`config.mk`:
```
export PLATFORM = sky130hd
export DESIGN_NAME = butterfly_sequencer_flat
export DESIGN_NICKNAME = d
export VERILOG_FILES = /design/src/rtl/butterfly_sequencer_if.sv /design/src/rtl/butterfly_sequencer.sv /design/src/flat_wrapper.sv
export SDC_FILE = /design/constraint.sdc
export NUM_CORES = 1
export LEC_CHECK = 0
export ABC_CLOCK_PERIOD_IN_PS = 7970
export CAP_MARGIN = 10
export CORE_ASPECT_RATIO = 0.5
export CORE_MARGIN = 5
export CORE_UTILIZATION = 29
export CTS_BUF_LIST = sky130_fd_sc_hd__clkbuf_16
export DETAILED_ROUTE_END_ITERATION = 10
export SLEW_MARGIN = 20
export SYNTH_ARGS = -nofsm -noshare
export SYNTH_HDL_FRONTEND = slang
export SYNTH_SLANG_ARGS = --single-unit
```
`constraint.sdc`:
```
create_clock -name clk -period 7.97 [get_ports clk]
set_clock_uncertainty 0.2 [all_clocks]
set_input_delay 1.1955 -clock clk [delete_from_list [all_inputs] [get_ports clk]]
set_output_delay 1.1955 -clock clk [all_outputs]
set_load 0.005 [all_outputs]
```
`src/rtl/butterfly_sequencer_if.sv`:
```
// Core-side bus between butterfly_sequencer and butterflyCore.
//   master (sequencer): drives act/ctrl/mem_addr/tw_addr/ibfp/clr_bfp,
//                       receives write-back wb_act/wb_ctrl/bw_ramwrite.
//   slave  (core):      the mirror image.
// ctrl/wb_ctrl encoding: [0] = first butterfly of a stage, [1] = last.
interface butterfly_sequencer_if #(
  parameter int FFT_N     = 10,
  parameter int FFT_BFPDW = 5
);
  logic                 act;
  logic [1:0]           ctrl;
  logic [FFT_N-2:0]     mem_addr;
  logic [FFT_N-2:0]     tw_addr;
  logic [FFT_BFPDW-1:0] ibfp;
  logic                 clr_bfp;
  logic                 wb_act;
  logic [1:0]           wb_ctrl;
  logic [FFT_BFPDW-1:0] bw_ramwrite;

  modport master (
    output act, ctrl, mem_addr, tw_addr, ibfp, clr_bfp,
    input  wb_act, wb_ctrl, bw_ramwrite
  );

  modport slave (
    input  act, ctrl, mem_addr, tw_addr, ibfp, clr_bfp,
    output wb_act, wb_ctrl, bw_ramwrite
  );
endinterface

```
`src/rtl/butterfly_sequencer.sv`:
```
// Stage/butterfly scheduler for an in-place radix-2 FFT on butterflyCore.
// Issues every butterfly of every stage, waits for the stage's last
// write-back before starting the next (RAW hazard), and carries the
// block-floating-point width forward as the next stage's input shift.
// Ports:
//   clk, rst       clock, asynchronous active-low reset
//   start          begin an FFT (honoured only when idle)
//   hold           stall issue (RAM arbitration)
//   ibfp_init      stage-0 shift, sampled on accepted start
//   busy, done     run in progress / one-cycle completion pulse
//   stage          current stage index
//   core           core-side bus (issue + write-back)
//   scale_exp      saturating sum of all applied shifts
//   err            sticky protocol error
module butterfly_sequencer #(
  parameter int FFT_N     = 10,
  parameter int FFT_BFPDW = 5,
  parameter int SCALE_W   = 8
) (
  input  logic                   clk,
  input  logic                   rst,
  input  logic                   start,
  input  logic                   hold,
  input  logic [FFT_BFPDW-1:0]   ibfp_init,
  output logic                   busy,
  output logic                   done,
  output logic [$clog2(FFT_N):0] stage,
  butterfly_sequencer_if.master  core,
  output logic [SCALE_W-1:0]     scale_exp,
  output logic                   err
);
  localparam int ST_W = $clog2(FFT_N) + 1;
  localparam int J_W  = FFT_N - 1;
  localparam logic [J_W-1:0]  J_LAST  = '1;               // 2^(FFT_N-1)-1
  localparam logic [ST_W-1:0] ST_LAST = ST_W'(FFT_N - 1);
  localparam logic [ST_W-1:0] TW_TOP  = ST_W'(J_W);

  typedef enum logic [2:0] {IDLE, ISSUE, DRAIN, UPDATE, FIN} state_t;

  state_t               state_q, state_d;
  logic [ST_W-1:0]      stage_q;
  logic [J_W-1:0]       j_q;
  logic [FFT_BFPDW-1:0] ibfp_q;
  logic [FFT_BFPDW-1:0] stage_bw_q;
  logic [SCALE_W-1:0]   scale_q;
  logic [J_W-1:0]       wb_cnt_q;
  logic                 last_ok_q;  // correct last write-back already seen
  logic                 err_q;

  logic                 issue;
  logic                 in_flight;
  logic                 wb_last;
  logic                 err_set;
  logic [SCALE_W:0]     scale_sum;
  logic [FFT_N-1:0]     one_hot;
  logic [J_W-1:0]       tw_mask;

  assign in_flight = (state_q == ISSUE) || (state_q == DRAIN);
  assign wb_last   = core.wb_act && core.wb_ctrl[1];
  assign scale_sum = {1'b0, scale_q} + (SCALE_W+1)'(stage_bw_q);

  // Twiddle index: low 'stage' bits of j, left-aligned in the ROM index.
  assign one_hot = FFT_N'(1) << stage_q;
  assign tw_mask = J_W'(one_hot - FFT_N'(1));

  always_comb begin
    state_d = state_q;
    issue   = 1'b0;
    case (state_q)
      IDLE:   if (start) state_d = ISSUE;
      ISSUE:  if (!hold) begin
                issue = 1'b1;
                if (j_q == J_LAST) state_d = DRAIN;
              end
      // A zero-latency core may deliver the last write-back while still
      // issuing; last_ok_q remembers it so DRAIN does not wait forever.
      DRAIN:  if (wb_last || last_ok_q) state_d = UPDATE;
      UPDATE: state_d = (stage_q == ST_LAST) ? FIN : ISSUE;
      FIN:    state_d = IDLE;
      default: state_d = IDLE;
    endcase
  end

  assign err_set = (core.wb_act && !in_flight)
                || (in_flight && wb_last && (wb_cnt_q != J_LAST))
                || ((state_q == UPDATE) && scale_sum[SCALE_W]);

  always_ff @(posedge clk or negedge rst) begin
    if (!rst) begin
      state_q    <= IDLE;
      stage_q    <= '0;
      j_q        <= '0;
      ibfp_q     <= '0;
      stage_bw_q <= '0;
      scale_q    <= '0;
      wb_cnt_q   <= '0;
      last_ok_q  <= 1'b0;
      err_q      <= 1'b0;
    end else begin
      state_q <= state_d;
      if (err_set) err_q <= 1'b1;
      if (issue) j_q <= j_q + 1'b1;
      if (in_flight && core.wb_act) begin
        wb_cnt_q <= wb_cnt_q + 1'b1;
        if (core.bw_ramwrite > stage_bw_q) stage_bw_q <= core.bw_ramwrite;
        if (core.wb_ctrl[1] && (wb_cnt_q == J_LAST)) last_ok_q <= 1'b1;
      end
      case (state_q)
        IDLE: if (start) begin
          stage_q    <= '0;
          j_q        <= '0;
          ibfp_q     <= ibfp_init;
          scale_q    <= SCALE_W'(ibfp_init);
          stage_bw_q <= '0;
          wb_cnt_q   <= '0;
          last_ok_q  <= 1'b0;
        end
        UPDATE: begin
          ibfp_q     <= stage_bw_q;
          scale_q    <= scale_sum[SCALE_W] ? '1 : scale_sum[SCALE_W-1:0];
          stage_bw_q <= '0;
          wb_cnt_q   <= '0;
          last_ok_q  <= 1'b0;
          j_q        <= '0;
          if (stage_q != ST_LAST) stage_q <= stage_q + 1'b1;
        end
        default: ;
      endcase
    end
  end

  // Issue side is combinational from state so a hold release has no bubble.
  assign core.act      = issue;
  assign core.ctrl     = issue ? {j_q == J_LAST, j_q == '0} : 2'b00;
  assign core.mem_addr = j_q;
  assign core.tw_addr  = (j_q & tw_mask) << (TW_TOP - stage_q);
  assign core.ibfp     = ibfp_q;
  assign core.clr_bfp  = (state_q == UPDATE);

  assign busy      = (state_q != IDLE);
  assign done      = (state_q == FIN);
  assign stage     = stage_q;
  assign scale_exp = scale_q;
  assign err       = err_q;
endmodule

```
`src/flat_wrapper.sv`:
```
// flat-port wrapper written by rule: the top's interface ports become plain ports
module butterfly_sequencer_flat 
#(
  parameter int FFT_N     = 10,
  parameter int FFT_BFPDW = 5,
  parameter int SCALE_W   = 8
)
  (clk, rst, start, hold, ibfp_init, busy, done, stage, scale_exp, err, core_act, core_ctrl, core_mem_addr, core_tw_addr, core_ibfp, core_clr_bfp, core_wb_act, core_wb_ctrl, core_bw_ramwrite);
  butterfly_sequencer_if #(.FFT_N(FFT_N), .FFT_BFPDW(FFT_BFPDW)) core_i ();
  input  logic clk;
  input  logic rst;
  input  logic start;
  input  logic hold;
  input  logic [FFT_BFPDW-1:0] ibfp_init;
  output logic busy;
  output logic done;
  output logic [$clog2(FFT_N):0] stage;
  output logic [SCALE_W-1:0] scale_exp;
  output logic err;
  output wire logic [$bits(core_i.act)-1:0] core_act;
  output wire logic [$bits(core_i.ctrl)-1:0] core_ctrl;
  output wire logic [$bits(core_i.mem_addr)-1:0] core_mem_addr;
  output wire logic [$bits(core_i.tw_addr)-1:0] core_tw_addr;
  output wire logic [$bits(core_i.ibfp)-1:0] core_ibfp;
  output wire logic [$bits(core_i.clr_bfp)-1:0] core_clr_bfp;
  input wire logic [$bits(core_i.wb_act)-1:0] core_wb_act;
  input wire logic [$bits(core_i.wb_ctrl)-1:0] core_wb_ctrl;
  input wire logic [$bits(core_i.bw_ramwrite)-1:0] core_bw_ramwrite;
  assign core_act = core_i.act;
  assign core_ctrl = core_i.ctrl;
  assign core_mem_addr = core_i.mem_addr;
  assign core_tw_addr = core_i.tw_addr;
  assign core_ibfp = core_i.ibfp;
  assign core_clr_bfp = core_i.clr_bfp;
  assign core_i.wb_act = core_wb_act;
  assign core_i.wb_ctrl = core_wb_ctrl;
  assign core_i.bw_ramwrite = core_bw_ramwrite;
  butterfly_sequencer #(.FFT_N(FFT_N), .FFT_BFPDW(FFT_BFPDW), .SCALE_W(SCALE_W)) u_core (.clk(clk), .rst(rst), .start(start), .hold(hold), .ibfp_init(ibfp_init), .busy(busy), .done(done), .stage(stage), .core(core_i), .scale_exp(scale_exp), .err(err));
endmodule
```
Yosys cells after proc, flatten, opt, wreduce, memory -nomap -nowiden
Cells that the tools add are included.
{"block": "totals", "reg_bits": 46, "output_inout_bits": 43, "in_bits": 17}
{"block": "classes", "reduce_logical": 19, "eq_ne": 14, "bitwise": 1, "mux": 31, "addsub": 6, "n_lt_le_gt_ge": 1, "shifts": 2}
{"op": "two-way mux 9 bit", "count": 4}
{"op": "case mux 9 bit (2 select lines)", "count": 2}
{"op": "two-way mux 5 bit", "count": 6}
{"op": "case mux 5 bit (2 select lines)", "count": 3}
{"op": "adder 9 x 1 -> 9 bit, second input constant", "count": 2}
{"op": "== test 9 bit, second input constant", "count": 2}
{"op": "two-way mux 8 bit", "count": 2}
{"op": "case mux 8 bit (2 select lines)", "count": 1}
{"op": "two-way mux 3 bit", "count": 5}
{"op": "case mux 3 bit (4 select lines)", "count": 1}
{"op": "adder 8 x 5 -> 9 bit", "count": 1}
{"op": "AND 9 bit", "count": 1}
{"op": "logical NOT 9 bit", "count": 1}
{"op": "!= test 9 bit, second input constant", "count": 1}
{"op": "left shift 1 x 5 -> 9 bit, first input constant", "count": 1}
{"op": "left shift 9 x 5 -> 9 bit", "count": 1}
{"op": "subtractor 9 x 1 -> 9 bit, second input constant", "count": 1}
{"op": "!= test 2 bit, second input constant", "count": 4}
{"op": "logical AND 1 bit", "count": 7}
{"op": "== test 3 x 2 -> 1 bit, second input constant", "count": 2}
{"op": "adder 5 x 1 -> 5 bit, second input constant", "count": 1}
{"op": "== test 5 x 4 -> 1 bit, second input constant", "count": 1}
{"op": "greater-than comparator 5 bit", "count": 1}
{"op": "two-way mux 1 bit", "count": 5}
{"op": "15 further kinds", "count": 18}

Logic depth before layout (Yosys ltp)
{"block": "logic_depth", "depth_word": 6, "mapped_depth": 11, "mapped_depth_nobuf": 10}

Worst setup path after synthesis
OpenSTA, ideal clock, no wires.
{"block": "synth_path", "path_type": "register -> output", "from": "register u_core.stage_q[1] (netlist: u_core.stage[1])", "to": "output port core_tw_addr[6]", "required_ns": 6.575, "slack_ns": 3.549, "stages_incl_launch_ff": 12, "n_path_buf": 1, "t_arrival_ns": 3.026, "path_cell_list": "dfrtp_1 -> clkbuf_1 -> inv_1 -> ha_1 -> or4b_2 -> ha_1 -> or4b_1 -> a32oi_1 -> a211o_1 -> mux2_2 -> o22a_1 -> o21ai_0"}
{"block": "synth_via", "elab_chain_cells": 4}
{"element": "from (decl)", "line": "butterfly_sequencer.sv:41", "rtl": "logic [ST_W-1:0] stage_q;"}
{"element": "from (signal assigned)", "line": "butterfly_sequencer.sv:125", "rtl": "if (stage_q != ST_LAST) stage_q <= stage_q + 1'b1;"}
{"element": "left shift 1 x 5 -> 9 bit", "line": "butterfly_sequencer.sv:63", "rtl": "assign one_hot = FFT_N'(1) << stage_q;"}
{"element": "subtractor 9 x 1 -> 9 bit", "line": "butterfly_sequencer.sv:64", "rtl": "assign tw_mask = J_W'(one_hot - FFT_N'(1));"}
{"element": "AND 9 bit", "line": "butterfly_sequencer.sv:136", "rtl": "assign core.tw_addr = (j_q & tw_mask) << (TW_TOP - stage_q);"}
{"element": "left shift 9 x 5 -> 9 bit *", "line": "butterfly_sequencer.sv:136"}
{"element": "to (decl)", "line": "flat_wrapper.sv:23", "rtl": "output wire logic [$bits(core_i.tw_addr)-1:0] core_tw_addr;"}
Every way passes the cells marked *; elsewhere a longest branch is shown, timed or not.

Worst setup path in the final report
{"block": "layout_path", "from": "register u_core.stage_q[0] (netlist: u_core.stage[0])", "to": "output port core_tw_addr[6]"}
The elaborated chain is that of the path after synthesis.

==> impl_metrics.yaml <==
sta:
  worstMarginPinSlew_ps: 830
  finalHoldViolCount: 0
  period_share_pct: 69.7
  max_freq_mhz: 180
  holdWs_ps: 273
  max_slew_margin_pct: 44.2
  rsz0062_at_grt: "no"
  fin_crit_ps: 5550
  setup_tns_ps: 0
  finalSetupViolations: 0
  finalMaxSlewViolations: 0
  fin_ws_ps: 2420
detailed_routing:
  route.detailed.drc: 0
  wl_met1_um: 4080
  antenna_left: 0
  first_pass_iters: 4
  avgRoutedWirePerCell_um: 14.0
  top_layer: "met4"
  drt_iter0_drc: 116
  vias_per_cell: 4.87
  dr_wl_met3_um: 232
  wl_met2_um: 3580
  drt_wl_total_um: 7930
  vias: 2762
grt:
  grt_pass1_wl_um: 13500
  first_global_vias: 2725
  grt_max_degree: 47
  antenna_found_initial: 0
  grt_usage_pct: 11.7
  grt-ovfl-total: 0
clock_tree:
  clkSinkCount: 46
  clockBufferDepth: 2
  cts-root-buf: "clkbuf_16"
  cts_setup_buffers: 0
  postCtsHoldBufs: 0
  cts.clk_slew.worst_paths_ps: 60
  cts_tree: "yes"
  htree_num_levels: 2
  clkLatencyLatePin_ps: 280
  cts_buffers: 5
  post_cts_resized: 0
layout:
  final_common_cell: "clkdlybuf4s50_1"
  layout_common_cells: "57 x clkdlybuf4s50_1, 46 x dfrtp_1, 39 x nand2_1"
  fin_cells: 567
  final_net_count: 462
  antenna_cells: 0
  area_growth_pct: 26.0
  multi_input_comb_area_mm2: 0.00190
  drive_above_1_share_pct: 5.92
  fillers: 1122
  regArea_mm2: 0.00115
power:
  swShare_pct: 35.5
  power_frac_comb_pct: 33.6
  power_density_mw_per_mm2: 203
  p_clk_share_pct: 24.4
  power_switching_uw: 293
  intPower_uw: 533
  p_seq_share_pct: 42.0
  leakage_uw: 0.00176
  peakVddDrop_mv: 0.0771
synth:
  ys_ff_latch: 46
  synth_top_area_share_pct: 35.7
  synthArstFlopShare_pct: 100
  ys_seq_area_share_pct: 35.7
  synthTopCellsByArea: "dfrtp_1 36%, ha_1 8.9%, nand2_1 4.5%"
  synth_cell_type_count: 62
  syn-num-nets: 412
  synth_edf_count: 0
  syn_inst: 371
  synth_ff_type: "dfrtp_1"
  yosys_warnings: 0
  syn_avg_cell_area_um2: 8.69
  synth_top_area_cell: "dfrtp_1"
  synth_area_mm2: 0.00322
floorplan:
  start_util_pct: 29.5
  die_h_um: 84.5
  rows: 27
  boundaryPins: 60
  coreArea_mm2: 0.0109
  die_w_um: 159
  die_area_mm2: 0.0135
setup_path:
  cp_max_fo: 18
  crit_top_cell: "ha_1"
  cp-end-kind: "output pin"
  cpPeakStageDelay_ps: 660
  path_cells: "inv_1 > ha_1 > or4b_2 > ha_1 > or4b_1 > a32oi_1 > a211o_1 > mux2_2 > o22a_1 > o21ai_0 > clkdlybuf4s50_1"
  slowest_stage: "or4b_2"
  crit_path_start_kind: "register"
  critPathArrivalTime_ps: 4160
  cp.required_ps: 6570
  path_class: "reg2out"
place:
  gp_congestion: 0.801
  place_ws_ps: 2740
  io_buffer_count: 58
  dpl.hpwl_um: 6020
  placedCellCount: 559
worst_hold_path:
  holdCritPathClass: "reg2reg"
run_status:
  status: "completed"
flow_run:
  cap_violations: 0
[synth_stat cells, types with 3 or more instances]
library cell	number
dfrtp_1	46
nand2_1	39
nor2_1	29
inv_1	28
a21oi_1	23
ha_1	23
o21ai_0	17
nand3_1	14
xnor2_1	12
clkbuf_1	10
nor3_1	9
a211oi_1	8
and3_1	7
xor2_1	7
buf_2	5
nand4_1	5
nor2b_1	5
a21o_1	4
a31oi_1	4
and2_1	4
mux2i_1	4
nand2b_1	4
or3_1	4
a32oi_1	3
mux2_2	3
nor4_1	3
o31ai_1	3
[power by group through the flow]
stage | registers [µW] | logic (µW) | clock network [µW]
2_1_floorplan | 330 | 195 | 0
3_3_place_gp | 350 | 275 | 0
3_5_place_dp | 351 | 279 | 0
4_1_cts | 347 | 281 | 208
5_1_grt | 355 | 318 | 218
6_report | 347 | 278 | 202
[final cells by class]
cell class	count	share of cell area (%)
timing repair buffer	58	14.2
clock inverter	3	0.400
multi-input combinational	282	46.9
sequential	46	28.3
inverter	28	2.59
tap	145	4.47
clock buffer	5	3.08
[stage by stage]
step           total power [µW]  area [µm²]  utilization [%]
5_1_grt                     891        4060             37.2
4_1_cts                     835        4060             37.2
3_3_place_gp                625        3920             35.9
3_5_place_dp                630        3920             35.9
2_1_floorplan               526        3220                -
6_report                    826        4060             37.2
[flip-flops by register name, indices dropped and copies added (netlist names)]
register,flops
u_core.core.ibfp,5
u_core.core.mem_addr,9
u_core.err,1
u_core.last_ok_q,1
u_core.scale_exp,8
u_core.stage,5
u_core.stage_bw_q,5
u_core.state_q,3
u_core.wb_cnt_q,9
[critical path: cells and delay by family (launching register included)]
kind,cells,cell delay (ps)
fa+ha+maj,2,610
flops,1,580
mux,1,290
simple gates,2,840
buf+inv,2,820
compound gates,4,740
[worst paths after layout]
check,cells after the start,slack (ps),from,to
max in group asynchronous,1,6440,rst,u_core.scale_exp[7]
min reg2reg,2,270,u_core.err,u_core.err
min,2,270,u_core.err,u_core.err
max,11,2420,u_core.stage[0],core_tw_addr[6]
max reg2reg,4,5060,u_core.state_q[1],u_core.scale_exp[5]
min in group asynchronous,1,720,rst,u_core.wb_cnt_q[2]
[cells by family after synthesis]
logic type	after synthesis	share of synthesized area, %
flops	46	35.7
fa+ha+maj	24	9.55
simple gates	145	23.9
compound gates	87	18.2
buf+inv	43	5.20
xor+xnor	19	5.16
mux	7	2.29
[layer usage]
layer,vias up,GRT usage [%]
met2,33,19.3
met3,2,2.26
met1,1304,16.2
li1,1423,-
met5,-,0
met4,0,2.32
Power figures use the tool's default switching activity.
